===== config.mk =====
export PLATFORM = sky130hd
export DESIGN_NAME = sent_tx_frame_gen
export DESIGN_NICKNAME = d
export VERILOG_FILES = /design/src/rtl/sent_pkg.sv /design/src/rtl/sent_crc4.sv /design/src/rtl/sent_tx_frame_gen.sv
export SDC_FILE = /design/constraint.sdc
export NUM_CORES = 1
export LEC_CHECK = 0
export ABC_CLOCK_PERIOD_IN_PS = 4300
export CAP_MARGIN = 20
export CORE_ASPECT_RATIO = 1.5
export CORE_UTILIZATION = 44
export CTS_CLUSTER_DIAMETER = 80
export DETAILED_ROUTE_END_ITERATION = 10
export PLACE_DENSITY_LB_ADDON = 0.12
export SYNTH_ARGS = -nofsm -noshare
export SYNTH_HDL_FRONTEND = slang
export SYNTH_SLANG_ARGS = --single-unit

===== constraint.sdc =====
create_clock -name clk_tx -period 4.3 [get_ports clk_tx]
set_input_delay 0.645 -clock clk_tx [delete_from_list [all_inputs] [get_ports clk_tx]]
set_output_delay 0.645 -clock clk_tx [all_outputs]
set_load 0.02 [all_outputs]

===== src/rtl/sent_pkg.sv =====
// SENT transmit shared definitions: frame states, CRC-4 table, timing constants.
// Used by sent_tx_frame_gen and sent_crc4.
package sent_pkg;

  typedef enum logic [2:0] {
    IDLE,
    SYNC,
    STATUS,
    DATA,
    CRC,
    PAUSE
  } state_t;

  localparam logic [3:0] CRC_SEED = 4'h5;

  localparam int NIBBLE_BASE_TICKS = 12;

  // (i << 4) mod x^4+x^3+x^2+1
  localparam logic [3:0] CRC4T [16] = '{
    4'd0,  4'd13, 4'd7,  4'd10,
    4'd14, 4'd3,  4'd9,  4'd4,
    4'd1,  4'd12, 4'd6,  4'd11,
    4'd15, 4'd2,  4'd8,  4'd5
  };

  function automatic logic [3:0] crc_step(
    input logic [3:0] crc,
    input logic [3:0] nib
  );
    return CRC4T[crc] ^ nib;
  endfunction

endpackage


===== src/rtl/sent_crc4.sv =====
// Serial SENT CRC-4: one data nibble per valid cycle after start,
// then one closing table step; done holds until the next start.
module sent_crc4
  import sent_pkg::*;
#(
  parameter int NUM_DATA = 6
) (
  input  logic       clk,
  input  logic       rst_n,
  input  logic       start,
  input  logic       valid,
  input  logic [3:0] nibble,
  output logic [3:0] crc,
  output logic       done
);

  logic [2:0] cnt;

  always_ff @(posedge clk) begin
    if (!rst_n) begin
      crc  <= '0;
      cnt  <= '0;
      done <= 1'b0;
    end else if (start) begin
      crc  <= CRC_SEED;
      cnt  <= '0;
      done <= 1'b0;
    end else if (valid && !done) begin
      if (cnt == 3'(NUM_DATA)) begin
        crc  <= crc_step(crc, 4'h0);
        done <= 1'b1;
      end else begin
        crc <= crc_step(crc, nibble);
        cnt <= cnt + 3'd1;
      end
    end
  end

endmodule


===== src/rtl/sent_tx_frame_gen.sv =====
// SENT frame encoder: sync, status, data, CRC pulses timed by tick strobes.
// Define SENT_TX_PAUSE_EN to append a PAUSE_TICKS pause pulse after CRC.
module sent_tx_frame_gen
  import sent_pkg::*;
#(
  parameter int NUM_DATA    = 6,
  parameter int LOW_TICKS   = 5,
  parameter int SYNC_TICKS  = 56,
  parameter int PAUSE_TICKS = 12
) (
  input  logic                  clk_tx,
  input  logic                  reset_n_tx,
  input  logic                  ticks_i,
  input  logic                  frame_valid_i,
  output logic                  frame_ready_o,
  input  logic [3:0]            status_i,
  input  logic [4*NUM_DATA-1:0] data_i,
  output logic                  sent_o,
  output logic                  busy_o,
  output logic                  frame_done_o,
  output logic [3:0]            crc_o
);

  localparam int DW = 4 * NUM_DATA;
  localparam logic [9:0] LOW_LEN   = 10'(LOW_TICKS);
  localparam logic [9:0] SYNC_LEN  = 10'(SYNC_TICKS);
  localparam logic [9:0] PAUSE_LEN = 10'(PAUSE_TICKS);
  localparam logic [9:0] NIB_BASE  = 10'(NIBBLE_BASE_TICKS);
  localparam logic [2:0] LAST_NIB  = 3'(NUM_DATA - 1);

  state_t          state, state_d;
  logic [9:0]      cnt, cnt_d;
  logic [9:0]      len;
  logic            run, run_d;
  logic [2:0]      idx, idx_d;
  logic [3:0]      status_q, status_d;
  logic [DW-1:0]   data_q, data_d;
  logic [DW-1:0]   crc_sh, crc_sh_d;
  logic            sent_q, sent_d;
  logic            done_q, done_d;
  logic            ticks_q;
  logic            tick_stb;
  logic            accept;
  logic            crc_valid;
  logic            crc_done;
  logic [3:0]      crc;

  assign tick_stb  = ticks_i & ~ticks_q;
  assign accept    = frame_valid_i & (state == IDLE);
  assign crc_valid = (state != IDLE) & ~crc_done;

  sent_crc4 #(
    .NUM_DATA (NUM_DATA)
  ) u_crc (
    .clk    (clk_tx),
    .rst_n  (reset_n_tx),
    .start  (accept),
    .valid  (crc_valid),
    .nibble (crc_sh[DW-1 -: 4]),
    .crc    (crc),
    .done   (crc_done)
  );

  always_comb begin
    case (state)
      STATUS:  len = NIB_BASE + {6'd0, status_q};
      DATA:    len = NIB_BASE + {6'd0, data_q[DW-1 -: 4]};
      CRC:     len = NIB_BASE + {6'd0, crc};
      PAUSE:   len = PAUSE_LEN;
      default: len = SYNC_LEN;
    endcase
  end

  always_comb begin
    state_d  = state;
    cnt_d    = cnt;
    run_d    = run;
    idx_d    = idx;
    status_d = status_q;
    data_d   = data_q;
    crc_sh_d = crc_sh;
    done_d   = 1'b0;
    if (crc_valid) begin
      crc_sh_d = crc_sh << 4;
    end
    if (accept) begin
      state_d  = SYNC;
      cnt_d    = '0;
      run_d    = 1'b0;
      idx_d    = '0;
      status_d = status_i;
      data_d   = data_i;
      crc_sh_d = data_i;
    end else if (state != IDLE && tick_stb) begin
      // first strobe after acceptance opens the sync pulse
      if (!run) begin
        run_d = 1'b1;
        cnt_d = '0;
      end else if (cnt != len - 10'd1) begin
        cnt_d = cnt + 10'd1;
      end else begin
        cnt_d = '0;
        case (state)
          SYNC:   state_d = STATUS;
          STATUS: state_d = DATA;
          DATA: begin
            data_d = data_q << 4;
            if (idx == LAST_NIB) begin
              state_d = CRC;
            end else begin
              idx_d = idx + 3'd1;
            end
          end
`ifdef SENT_TX_PAUSE_EN
          CRC:    state_d = PAUSE;
`endif
          default: begin
            state_d = IDLE;
            run_d   = 1'b0;
            done_d  = 1'b1;
          end
        endcase
      end
    end
    sent_d = !(run_d && (cnt_d < LOW_LEN));
  end

  always_ff @(posedge clk_tx) begin
    if (!reset_n_tx) begin
      state    <= IDLE;
      cnt      <= '0;
      run      <= 1'b0;
      idx      <= '0;
      status_q <= '0;
      data_q   <= '0;
      crc_sh   <= '0;
      sent_q   <= 1'b1;
      done_q   <= 1'b0;
      ticks_q  <= 1'b0;
    end else begin
      state    <= state_d;
      cnt      <= cnt_d;
      run      <= run_d;
      idx      <= idx_d;
      status_q <= status_d;
      data_q   <= data_d;
      crc_sh   <= crc_sh_d;
      sent_q   <= sent_d;
      done_q   <= done_d;
      ticks_q  <= ticks_i;
    end
  end

  assign sent_o        = sent_q;
  assign frame_done_o  = done_q;
  assign frame_ready_o = (state == IDLE);
  assign busy_o        = (state != IDLE) | done_q;
  assign crc_o         = crc;

endmodule

Word level (Yosys, flattened, before mapping)
Memory sizes are Yosys's and may differ from the RTL's. Cells that the tools add are included.

Flip-flop bits (word level): 80. Bits in read-only memories: 64. Bits of input ports: 32. Output and inout port bits: 8. Word-level logic and storage cells: 100. Memories: 1.

Add/subtract/negate cells: 7. $lt $le $gt $ge: 2. Eq/ne operators: 11. Muxes and demuxes: 29. Bitwise logic cells: 14. Reductions and logical operators: 21.

Memory list: (no name shown) (words 16, bits a word 4, read ports 1, clocked after Yosys merged registers in 0, wr ports 0, line sent_pkg.sv:30) `return CRC4T[crc] ^ nib;`.

Operators by type and width (count): $mux W24 (7); $mux W10 (4); $pmux W6 S4 (1); $add A4 B4 Y5 const A (3); $eq A3 B3 Y1 const B (4); $mux W4 (3); $reduce_and A4 Y1 (3); $add A10 B1 Y10 const B (1); $lt A10 B3 Y1 const B (1); $mux W1 (10); $ne A10 B10 Y1 (1); $reduce_bool A2 Y1 (5); $sub A10 B1 Y10 const B (1); $mux W3 (3); $pmux W3 S3 (1); $not A1 Y1 (8); $add A3 B1 Y3 const B (2); $eq A3 B2 Y1 const B (2); $ge A5 B5 Y1 const B (1); $not A4 Y5 (1); $reduce_and A5 Y1 (1); $reduce_or A5 Y1 (1); $ne A2 B2 Y1 const B (2); $reduce_and A2 Y1 (2); other kinds (11) (16).

Logic depth before layout (Yosys ltp)
Gate-level depths: netlist of the first run.

Word-level depth: 11. Mapped depth: 18. Gate-level depth less buffers: 16.

Modules after synthesis
A second synthesis of the first run with hierarchy kept.

Cells, all modules: 498. Area total of the unflattened synthesis: 4100.2 µm².

By module, submodules not included: sent_tx_frame_gen (times used 1, cells each 447, area an instance 3652.3 µm², sequential area each 1441.4 µm²); sent_crc4 (times used 1, cells each 51, area an instance 447.9 µm², sequential area each 160.2 µm²).

Worst setup path before layout of the first run
OpenSTA, ideal clock, no wires.

Kind: register to register. From: reg state[1]. To: reg idx[0]. Setup time: 0.116 ns. Arrival: 3.112 ns. Required time: 4.184 ns. Path slack: 1.072 ns. Cell stages (with the launch flop): 18. Path buffers: 2. Period minus slack after synthesis: 3.228 ns. Cells stage by stage: dfxtp_1 nor2b_1 clkbuf_1 nand2_1 nand2_1 o221ai_1 ha_1 nor2_1 o2bb2ai_1 ha_1 xor2_1 nor2_1 nand4_1 mux2_2 nor4_4 buf_6 a21oi_1 a31o_1.

Longest elaborated chain between the ends: 6. Elaborated cells between the ends (all ways): 14. Those cells by class: add/sub: 1; eq/ne: 5; mux: 1; bitwise: 2; reduce/logical: 5.

Ends and longest elaborated chain: start: declaration (line sent_tx_frame_gen.sv:31) `state_t state, state_d;`; start signal: assignment (line sent_tx_frame_gen.sv:141) `state <= state_d;`; $eq A3 B3 Y1 (tied with other cells) (line sent_tx_frame_gen.sv:65) `case (state)`; $pmux W6 S4 (line sent_tx_frame_gen.sv:65); $sub A10 B1 Y10 (line sent_tx_frame_gen.sv:99) `end else if (cnt != len - 10'd1) begin`; $ne A10 B10 Y1 (line sent_tx_frame_gen.sv:99); $not A1 Y1 (no source line); $reduce_and A5 Y1 (no source line); end signal: assignment (line sent_tx_frame_gen.sv:144) `idx <= idx_d;`; end: declaration (line sent_tx_frame_gen.sv:35) `logic [2:0] idx, idx_d;`.

Several ways; a longest one is shown, not always the timed one. A chain may end at the register's enable or synchronous reset.

Worst setup path in the final report of the first run
From: reg state[1]. To: reg data_q[23].

Longest elaborated chain between the ends: 6. Elaborated cells between the ends (all ways): 17. Those cells by class: add/sub: 1; eq/ne: 6; mux: 2; bitwise: 1; reduce/logical: 7.

Ends and longest elaborated chain: $eq A3 B3 Y1 (tied with other cells) (line sent_tx_frame_gen.sv:65); $pmux W6 S4 (line sent_tx_frame_gen.sv:65); $sub A10 B1 Y10 (line sent_tx_frame_gen.sv:99); $ne A10 B10 Y1 (line sent_tx_frame_gen.sv:99); $ne A2 B2 Y1 (no source line); $reduce_and A4 Y1 (no source line); end signal: assignment (line sent_tx_frame_gen.sv:146) `data_q <= data_d;`; end: declaration (line sent_tx_frame_gen.sv:37) `logic [DW-1:0] data_q, data_d;`.

Several ways; a longest one is shown, not always the timed one.

==> flow_summary.toml, run 1 <==
[run_status]
status = "finished clean"

[final_layout]
diodes = 0
post-route-util_pct = 53.04
syn_to_final_growth_pct = 16.62
final_nets = 569
drive_gt1_share_pct = 11.84
fin_area_um2 = 4908

[power]
pwr_density_cell_nw_per_um2 = 360.0
leakagePower_uw = 0.001662
power_uw = 1767
peakVddDrop_mv = 0.2366

[setup_path]
path_depth = 16
cp.required_ps = 4550
r2r_setup_slack_ps = 490
cp_cell_sequence = "nor2b_2, nand2_1, nand2_1, o221ai_1, ha_1, nor2_1, o2bb2ai_1, ha_1, xor2_1, nor2_1, nand4_1, mux2_2, nor4_4, buf_12, nor3_1, a211oi_2"
end_kind = "flop"
r2r_start = "state[1]$_SDFFE_PP0P_"
reg2reg_depth = 16
cp-endpoint = "data_q[23]$_SDFFE_PN0P_"
arrival_ps = 4060
slowest_delay_ps = 550
worst-path-buf-inv = 1
cp_max_fo = 50
slowest_stage = "dfxtp_1"
path_delay_family = "simple AND/OR/NAND/NOR gates"
worstReg2RegEnd = "data_q[23]$_SDFFE_PN0P_"
crit_path_start = "state[1]$_SDFFE_PP0P_"
crit_type = "reg2reg"
startpoint_type = "flop"

[run]
drv_cap = 0

[clocking]
cts.path.max_buffers = 2
ctsHoldBuffers = 0
cts-root-buf = "clkbuf_16"
cts_tree = "built"
numCtsBuffers = 9
cts_htree_levels = 3
cts_post_setup_buffers_inserted = 0
insertion_delay_ps = 330
cts.repair.resized = 0
clk_pin_slew_ps = 60
clock-sinks = 80

[timing]
fmax_ghz = 0.2622
slew_violations = 0
worst_pin_slew_ps = 770.9
min_period_over_period_pct = 88.69
period_needed_ps = 3814
rsz0062_at_grt = "false"
skew_ps = 6.372
maxSlewHeadroom_pct = 48.45
finalSetupViolCount = 0
hold_viol_final = 0
setup_tns_ps = 0

[yosys]
synth-edff-count = 0
avgSynthCellArea_um2 = 8.335
syn_inst = 505
synth_area_leader_cell = "dfxtp_1"
yosys.cell_types.count = 60
synth_flop_cell = "dfxtp_1"
syn_nets = 547
netlist_top_cells_area = "dfxtp_1, nand2_1, a211oi_2"
synth_top_area_share_pct = 38.05
yosys_warnings = 0
netlist_area_um2 = 4209
async_flop_share_pct = 0
yosysSeqAreaShare_pct = 38.05
ys_ff_latch = 80

[worst_hold_path]
hold_depth = 2
hold_class = "reg2reg"

[placed_design]
io_buffers = 39
place_area_um2 = 4633
gp_congestion = 0.8200
hpwl_um = 7473

[die]
start_util_pct = 45.48
io_pins = 40
dieArea_um2 = 9969
die_h_um = 121.8
core_um2 = 9254
die_w_um = 81.86
num_rows = 43

[route]
drtIter0Drc = 184
vias = 3659
drtPass1Iterations = 5
routed_wl_um = 10420
viasPerCell = 5.682
final_antenna_net_count = 0
route.detailed.drc = 0
wl_per_cell_um = 16.18

[global_routing]
grt_usage_pct = 22.49
first_global_vias = 3561
antenna_found_initial = 0
grt-ovfl-total = 0
grt_pass1_wl_um = 16790
grt_max_degree = 51
==> registers in the layout, indices dropped and copies added, names as in the netlist, 3 cells and up <==
name       flops
state          3
idx            3
u_crc.crc      4
status_q       4
cnt           10
crc_sh        24
u_crc.cnt      3
data_q        24
==> cells in the mapped netlist, types with 8 or more instances <==
| cell type | instances |
|---|---|
| a31oi_1 | 22 |
| ha_1 | 10 |
| dfxtp_1 | 80 |
| clkbuf_1 | 28 |
| nor2_1 | 47 |
| nor3_1 | 25 |
| nand2_1 | 82 |
| inv_1 | 12 |
| xor2_1 | 8 |
| a21oi_1 | 27 |
| xnor2_1 | 14 |
| a211oi_1 | 8 |
| o21ai_0 | 27 |
| a211oi_2 | 20 |
==> worst min-delay path, delay by kind of cell, from the launching register on <==
kind | cells | cell delay [ps]
flops | 1 | 310
compound gates | 1 | 50
simple gates | 1 | 50
==> cells by family after synthesis <==
| logic type | synth area share [%] |
|---|---|
| and+or+nand+nor | 24.17 |
| xor gates and xnor gates | 4.965 |
| adders and majority gates | 2.973 |
| muxes | 1.694 |
| AOI/OAI and AO/OA | 22.65 |
| DFF | 38.05 |
| buffers and inverters | 5.499 |
==> layout make-up <==
class,count,area (um2)
multi-input combinational,376,2379
timing repair buffer,48,470.5
tap,112,140.1
clock buffer,9,225.2
sequential,80,1602
inverter,12,45.04
clock inverter,7,47.55
fill,885,4345
==> power by group <==
group | internal (uW) | switching, uW
clock network | 391 | 312
logic | 105 | 137
registers | 788 | 35.1
==> layer usage <==
| metal | up-vias | share of wire (%) | GRT usage, % |
|---|---|---|---|
| met4 | 0 | 2.5 | 11.07 |
| met3 | 16 | 2.7 | 3.820 |
| met2 | 72 | 54 | 40.86 |
| met5 | - | 0 | 0 |
| met1 | 1726 | 41 | 24.28 |
| li1 | 1845 | - | - |
==> per-stage QoR <==
stage,setup slack (ps),hold slack [ps],std cells
floorplan,1072,435.7,505
global placement,478.4,441.9,628
detailed placement,370.1,445.8,628
CTS,331.4,454.2,644
global route,141.4,481.1,644
finish,486.4,453.1,644
==> worst min path at each step <==
stage | start | end | slack [ps]
6_report | status_q[1]$_SDFFE_PN0P_ | status_q[1]$_SDFFE_PN0P_ | 450
5_1_grt | status_q[1]$_SDFFE_PN0P_ | status_q[1]$_SDFFE_PN0P_ | 480
4_1_cts | status_q[1]$_SDFFE_PN0P_ | status_q[1]$_SDFFE_PN0P_ | 450
3_5_place_dp | status_q[1]$_SDFFE_PN0P_ | status_q[1]$_SDFFE_PN0P_ | 450
3_3_place_gp | status_q[1]$_SDFFE_PN0P_ | status_q[1]$_SDFFE_PN0P_ | 440
2_1_floorplan | status_q[1]$_SDFFE_PN0P_ | status_q[1]$_SDFFE_PN0P_ | 440
==> placed cells by master, fill, tap and decap left out, drive strengths merged, types with 4 or more instances in the layout <==
cell and instances:
buf 9, nand2 82, nor3 29, nor2 47, clkdlybuf4s50 39, xnor2 15, nand3b 4, o21ai 30
a211oi 28, xor2 8, inv 13, ha 10, a21oi 27, nand3 6, clkbuf 9, a31oi 22
nor2b 5, or3 5, dfxtp 80, nand4 4, clkinv 4
Power figures use the tool's default switching activity.
==> inputs of run 2 (changes only) <==
--- a/config.mk
+++ b/config.mk
@@ -8,7 +8,7 @@
 export ABC_CLOCK_PERIOD_IN_PS = 4300
 export CAP_MARGIN = 20
 export CORE_ASPECT_RATIO = 1.5
-export CORE_UTILIZATION = 44
+export CORE_UTILIZATION = 57
 export CTS_CLUSTER_DIAMETER = 80
 export DETAILED_ROUTE_END_ITERATION = 10
 export PLACE_DENSITY_LB_ADDON = 0.12
==> flow_summary.toml, run 2 (synthesis gave the netlist of run 1 again) <==
[final_layout]
final_cell_mix = "nand2_1, dfxtp_1, nor2_1"
n_fill_cell = 628
final_common_cell = "nand2_1"
diodes = 0
reg.largest.list = "crc_sh: 24 flops, data_q: 24 flops, cnt: 10 flops"
syn_to_final_growth_pct = 13.59
multi_input_area_um2 = 2379
drive_gt1_share_pct = 11.51
fin_area_um2 = 4781
final_nets = 569
regArea_um2 = 1602

[route]
drtIter0Drc = 222
routed_wl_um = 10540
final_antenna_net_count = 0
viasPerCell = 5.890
route.detailed.drc = 0
drtPass1Iterations = 4
wl_per_cell_um = 16.73
vias = 3711

[die]
die_w_um = 72.17
start_util_pct = 58.63
io_pins = 40
num_rows = 38
die_h_um = 107.2
dieArea_um2 = 7739
core_um2 = 7179

[global_routing]
grt_usage_pct = 29.29
grt_pass1_wl_um = 17320
antenna_found_initial = 0
grt-ovfl-total = 0
grt_max_degree = 51
first_global_vias = 3605

[worst_hold_path]
hold_class = "reg2reg"
worst_hold_path.endpoint = "status_q[0]$_SDFFE_PN0P_"
hold_start = "status_q[0]$_SDFFE_PN0P_"
hold_depth = 2

[clocking]
ctsHoldBuffers = 0
cts.path.max_buffers = 2
cts_post_setup_buffers_inserted = 0
insertion_delay_ps = 350
clk_pin_slew_ps = 80
cts-root-buf = "clkbuf_8"
cts_htree_levels = 3
clock-sinks = 80
cts.repair.resized = 0
numCtsBuffers = 9
cts_tree = "built"

[timing]
min_period_over_period_pct = 89.14
worst_pin_slew_ps = 726.4
hold_viol_final = 0
finalSetupViolCount = 0
rsz0062_at_grt = "false"
skew_ps = 9.254
fmax_ghz = 0.2609
maxSlewHeadroom_pct = 51.47
slew_violations = 0
setup_ws_ps = 467.1
period_needed_ps = 3833
setup_tns_ps = 0
holdWs_ps = 466.7

[setup_path]
slowest_delay_ps = 560
crit_type = "reg2reg"
path_delay_family = "simple AND/OR/NAND/NOR gates"
end_kind = "flop"
worst-path-buf-inv = 1
startpoint_type = "flop"
r2r_setup_slack_ps = 470
cp_max_fo = 50
reg2reg_depth = 16
r2r_start = "state[1]$_SDFFE_PP0P_"
worstReg2RegEnd = "idx[2]$_SDFFE_PP0P_"
slowest_stage = "dfxtp_1"
cp.required_ps = 4550
cp_cell_sequence = "nor2b_2, nand2_1, nand2_1, o221ai_1, ha_1, nor2_1, o2bb2ai_1, ha_1, xor2_1, nor2_1, nand4_1, mux2_2, nor4_4, buf_12, and4b_1, nor3_2"
arrival_ps = 4080
crit_path_start = "state[1]$_SDFFE_PP0P_"

[placed_design]
place_area_um2 = 4618
pre_cts_slack_ps = 368.4
io_buffers = 39
gp_congestion = 0.9125
hpwl_um = 7684

[power]
power_uw = 1556
peakVddDrop_mv = 0.2607
leakagePower_uw = 0.001614
pwr_density_cell_nw_per_um2 = 325.4

[run_status]
status = "finished clean"

[run]
drv_cap = 0
run 2: area by class of cell:
type	instances	area share, %
sequential	80	33.50
tap	100	2.617
clock inverter	4	0.4711
clock buffer	10	2.879
multi-input combinational	376	49.75
timing repair buffer	48	9.840
inverter	12	0.9422
run 2: worst max-delay path by stage:
| stage | endpoint | slack [ps] | cells past startpoint |
|---|---|---|---|
| 2_1_floorplan | idx[0]$_SDFFE_PP0P_ | 1070 | 17 |
| 3_3_place_gp | idx[2]$_SDFFE_PP0P_ | 530 | 16 |
| 3_5_place_dp | idx[2]$_SDFFE_PP0P_ | 370 | 16 |
| 4_1_cts | idx[2]$_SDFFE_PP0P_ | 350 | 16 |
| 5_1_grt | idx[2]$_SDFFE_PP0P_ | 160 | 16 |
| 6_report | idx[2]$_SDFFE_PP0P_ | 470 | 16 |
run 2: power breakdown:
| group | switching, uW | leakage, uW | internal (uW) | total [uW] |
|---|---|---|---|---|
| Clock | 271 | 0.0000838 | 216 | 487 |
| Combinational | 140 | 0.000873 | 105 | 245 |
| Sequential | 36.3 | 0.000657 | 787 | 823 |
run 2: metal layers:
layer / GRT usage (%) / part of all wire [%]
met1: 31.29 / 39
met2: 53.40 / 53
met3: 5.451 / 3.0
met4: 14.99 / 4.5
met5: 0 / 0
run 2: tightest hold or removal path, stage by stage (launching register included):
cell	delay [ps]
dfxtp_1	320
nand2_1	50
a21oi_1	50
run 2: per-stage QoR:
stage / instances / util (%)
floorplan: 505 / -
finish: 630 / 66.59
global route: 630 / 66.59
global placement: 616 / 64.33
detailed placement: 616 / 64.33
CTS: 630 / 66.56
==> inputs of run 3 (changes only) <==
--- a/config.mk
+++ b/config.mk
@@ -10,6 +10,7 @@
 export CORE_ASPECT_RATIO = 1.5
 export CORE_UTILIZATION = 57
 export CTS_CLUSTER_DIAMETER = 80
+export CTS_CLUSTER_SIZE = 20
 export DETAILED_ROUTE_END_ITERATION = 10
 export PLACE_DENSITY_LB_ADDON = 0.12
 export SYNTH_ARGS = -nofsm -noshare
==> constraint.sdc (replaced) <==
create_clock -name clk_tx -period 4.3 [get_ports clk_tx]
set_input_delay 0.645 -clock clk_tx [delete_from_list [all_inputs] [get_ports clk_tx]]
set_output_delay 0.645 -clock clk_tx [all_outputs]
set_load 0.01 [all_outputs]
==> results of run 3 <==
The final DEF is identical to that of run 2. Status: finished clean.
Among the figures that moved: total power 1556 uW -> 1551 uW
==> edit 1: new RTL, flow settings as in run 1 <==
Build with the macro `SENT_TX_PAUSE_EN` defined.
--- a/src/rtl/sent_tx_frame_gen.sv
+++ b/src/rtl/sent_tx_frame_gen.sv
@@ -2,2 +2,4 @@
 // Define SENT_TX_PAUSE_EN to append a PAUSE_TICKS pause pulse after CRC.
+`define SENT_TX_PAUSE_EN
+
 module sent_tx_frame_gen
Function: same outputs for any inputs over 10 cycles, from zero or initial values and one cycle with reset_n_tx low; that may be too few to reach the edited logic, so the function may still have changed.
==> edit 1 against run 1 <==
  * Setup slack worse by 0.27 ns
  * Clock skew down 0.0020 ns
  * Sequential cell count stayed put
  * Sequential power barely moved
  * Combinational power down 15%
  * Power is 2.4% higher
  * Design area shrank 1.2%
  * Area after synthesis down 4.6%
  * Routed wire length decreased by 7.3%
  * Critical endpoint is now idx[1]
  * Largest cell class unchanged
  * Largest power group unchanged
  * Highest routed layer unchanged
==> edit 1: results (changes against run 1) <==
Initial DRT Pass Iterations 5 (unchanged); cell types occupying the most area after synthesis dfxtp_1 40%, nand2_1 7.1%, mux2i_1 6.0%; maximum ir drop on the vdd rail 0.000213 V (-9.9%); met3 usage in global routing 3.45% (-0.37 points); number of distinct library cells after synthesis 56 (-6.7%); CTS buffer count 9 (unchanged); synthesized area per cell 8.31 µm² (-0.29%); wire length per cell 15.4 µm (-4.9%); dpl cells 607 (-3.3%); most used standard cells in the synthesized netlist 80 x dfxtp_1, 76 x nand2_1, 40 x a21oi_1; met2 Use GR 36.9% (-4.0 points); net count of the mapped netlist 523 (-4.4%); run status finished clean; global routing usage summed across all routing layers 20.9% (-1.6 points); post-placement worst setup slack 0.146 ns (-0.225 ns); crit path max-delay cell type or4_4; largest net degree at the start of global routing 74 (+45%); Cell Count, Final, Fillers Out 628 (-2.5%); DP Area 4470 µm² (-3.5%); wire length of the first global-routing pass 15400 µm (-8.2%); DP HPWL 6660 µm (-11%); Yosys warnings 0 (unchanged); part of the Yosys area used for sequential elements 39.9% (+1.9 points); net count of the finished layout 554 (-2.6%); number of global-route vias before repair 3298 (-7.4%); total leakage power 1.89 nW (+14%); initial detailed-routing violation count 147 (-20%); worst endpoint data arrival time 4.32 ns (+0.26 ns); global-route met1 utilization 23.6% (-0.70 points); skew final 0.00437 ns (-0.00200 ns); layout cell share with drive strength beyond 1 10.8% (-1.0 points); routability-driven placement congestion ratio 0.865 (+5.4%); routed vias/inst 5.56 (-2.1%); max incr delay on CP 0.62 ns (+0.07 ns); crit path max fanout 9 (-82%)
edit 1: changes by cell type in the layout (fill, tap and decap cells not counted), sizes merged, moves of 7 or more:
cell	run 1	this run
a21oi	27	40
a21boi	0	14
a211oi	28	3
buf	9	16
nor3	29	8
nand3	6	19
mux2i	3	25
nor2	47	29
edit 1: layer usage:
| metal | wire, µm | vias up |
|---|---|---|
| met1 | 4140 | 1629 |
| met4 | 320 | 0 |
| met5 | 0 | - |
| met3 | 229 | 28 |
| met2 | 4970 | 68 |
| li1 | - | 1767 |
edit 1: timing repair:
action | in CTS | in global routing
endpoints found under the setup margin | 0 | 25
hold buffers | 0 | 0
gates resized for setup | 0 | 10
setup buffers | 0 | 6
edit 1: through the flow:
| stage | hold WS (ns) | utilization (%) |
|---|---|---|
| 2_1_floorplan | 0.441 | - |
| 3_3_place_gp | 0.462 | 50.6 |
| 3_5_place_dp | 0.468 | 50.6 |
| 4_1_cts | 0.477 | 54.1 |
| 5_1_grt | 0.498 | 54.9 |
| 6_report | 0.474 | 54.9 |
edit 1: where the power goes:
group          internal [mW]  switching (mW)  total, mW  leakage (nW)
Sequential             0.788          0.0324      0.820         0.659
Clock                  0.494           0.289      0.783         0.148
Combinational         0.0937           0.111      0.205          1.08
edit 1: logic make-up (layout without fill, tap and decap cells):
logic type | Yosys count | in the layout | synth area share, %
AO/OA/AOI/OAI | 132 | 132 | 20.4
multiplexers | 28 | 28 | 7.26
adder cells (fa/ha/maj) | 8 | 8 | 2.49
AND/OR/NAND/NOR | 174 | 174 | 21.1
buffers and inverters | 42 | 77 | 4.68
XOR/XNOR | 19 | 19 | 4.15
flip-flops | 80 | 80 | 39.9
edit 1: area by class of cell:
cell class,count,area [µm²]
timing repair buffer,55,520
sequential,80,1610
inverter,7,26.3
tap,110,138
fill,849,3980
clock inverter,2,37.5
clock buffer,13,270
multi-input combinational,361,2250
edit 1: final timing paths:
path	start	to	slack [ns]	depth (start not counted)
worst max-delay path	state[1]	idx[1]	0.22	16
worst min-delay path	crc_sh[12]	crc_sh[16]	0.47	2
worst max register to register	state[1]	idx[1]	0.22	16
worst min register to register	crc_sh[12]	crc_sh[16]	0.47	2
edit 1: worst register-to-register path: stages, from the launching register on:
cell and delay (ns):
dfxtp_2 0.37, buf_4 0.17, or3b_1 0.42, o221ai_1 0.22, ha_2 0.33, o211a_1 0.13
nand2_1 0.06, ha_1 0.23, xnor2_1 0.13, o311ai_1 0.14, nor4b_2 0.28, buf_4 0.17
nand4_2 0.14, or4_4 0.62, buf_2 0.20, o21a_1 0.17, a211oi_1 0.19
==> edit 2: new RTL, config.mk and constraints of run 1 <==
Made on the original files. Make the reset (`reset_n_tx` and `rst_n`) asynchronous in 2 clocked blocks.
--- a/src/rtl/sent_crc4.sv
+++ b/src/rtl/sent_crc4.sv
@@ -18,3 +18,3 @@
 
-  always_ff @(posedge clk) begin
+  always_ff @(posedge clk or negedge rst_n) begin
     if (!rst_n) begin
--- a/src/rtl/sent_tx_frame_gen.sv
+++ b/src/rtl/sent_tx_frame_gen.sv
@@ -127,3 +127,3 @@
 
-  always_ff @(posedge clk_tx) begin
+  always_ff @(posedge clk_tx or negedge reset_n_tx) begin
     if (!reset_n_tx) begin
Behaviour: differs if reset_n_tx is asserted again (counterexample within 4 cycles, from zero or initial values and one cycle with reset_n_tx low); with reset_n_tx held inactive, the same outputs for 10 cycles.
==> edit 2 against run 1 <==
  * The run now ends with DRC left
  * Cell count increased by 0.31%
  * Critical path depth decreased by 3
  * Global-route usage decreased by 0.15 points
  * Critical endpoint is now idx[0]
  * Synthesized cell count decreased by 2.0%
  * Routed wire length increased by 5.4%
  * Sequential cell count unchanged
  * Area after synthesis increased by 5.9%
  * Setup slack got worse by 0.10 ns
  * Power decreased by 0.81%
  * First-iteration DRC count increased by 1.6%
  * Design area increased by 6.2%
==> edit 2: results (changes against run 1) <==
wire length of the first global-routing pass 18400 µm (+9.8%); number of antenna violations at the first check in global routing 0 (unchanged); worst slew slack as a fraction of its limit 52.1% (+3.6 points); number of port buffers 39 (unchanged); n_diodes 0 (unchanged); antenna-violating nets left 0 (unchanged); most used standard cells in the synthesized netlist 115 x nand2_1, 79 x dfrtp_1, 43 x a31oi_1; worst reg2reg path depth 13 (-3); cell types occupying the most area after synthesis dfrtp_1 44%, nand2_1 9.7%, a31oi_1 6.0%; Hold Crit Class input port to async pin; clock tree root driver cell clkbuf_16; Yosys warnings 0 (unchanged); Initial DRT Pass Iterations 7 (+2); violations in the final reports DRC; flip-flop cell with the highest count after synthesis dfrtp_1; clock slew seen by the registers of the worst setup and hold paths 0.06 ns (about the same); initial detailed-routing violation count 187 (+1.6%); Clk Latency, worst-skew pair 0.34 ns; net count of the finished layout 568 (-0.18%); wire length after detailed routing 11000 µm (+5.4%); part of the Yosys area used for sequential elements 44.9% (+6.9 points); power density normalized to cell area 336 nW/µm² (-6.6%); share of flip-flops with an asynchronous set or reset after synthesis 100% (+100 points); number of distinct library cells after synthesis 67 (+12%); run status complete, but fails checks; crit path max fanout 21 (-58%); worst r2r src state[0]; global routing usage summed across all routing layers 22.3% (-0.15 points); reg-to-reg setup timing slack 0.38 ns (-0.10 ns); CTS H-tree lvls 3 (unchanged); net count of the mapped netlist 537 (-1.8%); routed vias/inst 5.74 (+1.1%); largest buffer count on any clock path 2 (unchanged); CTS buffer count 9 (unchanged); biggest regs crc_sh (24), data_q (24), cnt (10); DP HPWL 7700 µm (+3.0%); number of global-route vias before repair 3805 (+6.9%); largest net degree at the start of global routing 67 (+31%); layout cell share with drive strength beyond 1 9.42% (-2.4 points); worst endpoint data arrival time 4.18 ns (+0.12 ns); total leakage power 2.25 nW (+35%); maximum ir drop on the vdd rail 0.000214 V (-9.7%); skew final 0.00770 ns (+0.00133 ns); DRC violations left 6 (+6); routability-driven placement congestion ratio 0.820 (about the same); fill count 910 (+2.8%); Reg2Reg Capture Point idx[0]
==> edit 2: worst max-delay path, stage by stage (launching register included) <==
cell and delay (ns):
dfrtp_1 0.73, mux2_4 0.38, a21o_1 0.23, nand2_1 0.08
ha_1 0.26, xnor2_1 0.15, a221o_1 0.27, a211oi_1 0.21
nand4_1 0.23, a2111oi_4 0.42, nand4_1 0.14, buf_4 0.24
a21oi_1 0.27, mux2i_1 0.23
==> edit 2: cell type report <==
class | count | area (µm²) | share of cell area, %
Timing Repair Buffer | 51 | 478 | 9.17
Inverter | 10 | 37.5 | 0.720
Tap cell | 115 | 144 | 2.76
Sequential cell | 80 | 2010 | 38.5
Clock inverter | 5 | 31.3 | 0.600
Clock buffer | 11 | 253 | 4.85
Multi-Input combinational cell | 374 | 2270 | 43.5
==> edit 2: repair_timing <==
item / 4_1_cts / 5_1_grt
setup endpoints to repair: 0 / 28
gates resized for setup: 0 / 4
setup buffers: 0 / 0
==> edit 2: how the worst max path moves through the flow <==
stage                        start    endpoint
final                     state[0]      idx[0]
after global routing      state[0]  data_q[10]
after CTS                 state[1]  data_q[10]
after detailed placement  state[1]  data_q[10]
after global placement    state[2]  data_q[20]
after floorplan           state[2]      cnt[6]
==> edit 2: power by group <==
part	switching [mW]	internal (mW)	leakage (nW)	total [mW]
Combinational	0.0966	0.100	1.16	0.197
Sequential	0.0457	0.779	0.954	0.824
Clock	0.311	0.421	0.141	0.732
Total	0.454	1.30	2.25	1.75
==> edit 2: kinds of logic after synthesis <==
group                      synth area share (%)
AOI/OAI and AO/OA                          20.5
xor gates and xnor gates                   3.14
adders and majority gates                  2.81
buffers and inverters                      4.55
DFF                                        44.9
muxes                                      1.49
and+or+nand+nor                            22.6
==> edit 2: metal layers <==
| metal | wire length (µm) | share of wire [%] | vias to the layer above | global-route usage [%] |
|---|---|---|---|---|
| met5 | 0 | 0 | - | 0 |
| met1 | 4630 | 42 | 1799 | 26.3 |
| met3 | 297 | 2.7 | 27 | 3.76 |
| met2 | 5740 | 52 | 72 | 39.7 |
| li1 | - | - | 1812 | - |
| met4 | 310 | 2.8 | 0 | 9.74 |
==> edit 2: through the flow <==
| step | util (%) | setup slack (ns) | hold slack [ns] | instance area (µm²) | cells |
|---|---|---|---|---|---|
| 3_3_place_gp | 50.5 | 0.278 | 0.471 | 4920 | 630 |
| 2_1_floorplan | - | 0.724 | 0.349 | 4460 | 495 |
| 6_report | 53.5 | 0.382 | 0.224 | 5220 | 646 |
| 3_5_place_dp | 50.5 | 0.238 | 0.481 | 4920 | 630 |
| 4_1_cts | 53.4 | 0.210 | 0.227 | 5200 | 646 |
| 5_1_grt | 53.5 | 0.102 | 0.250 | 5220 | 646 |
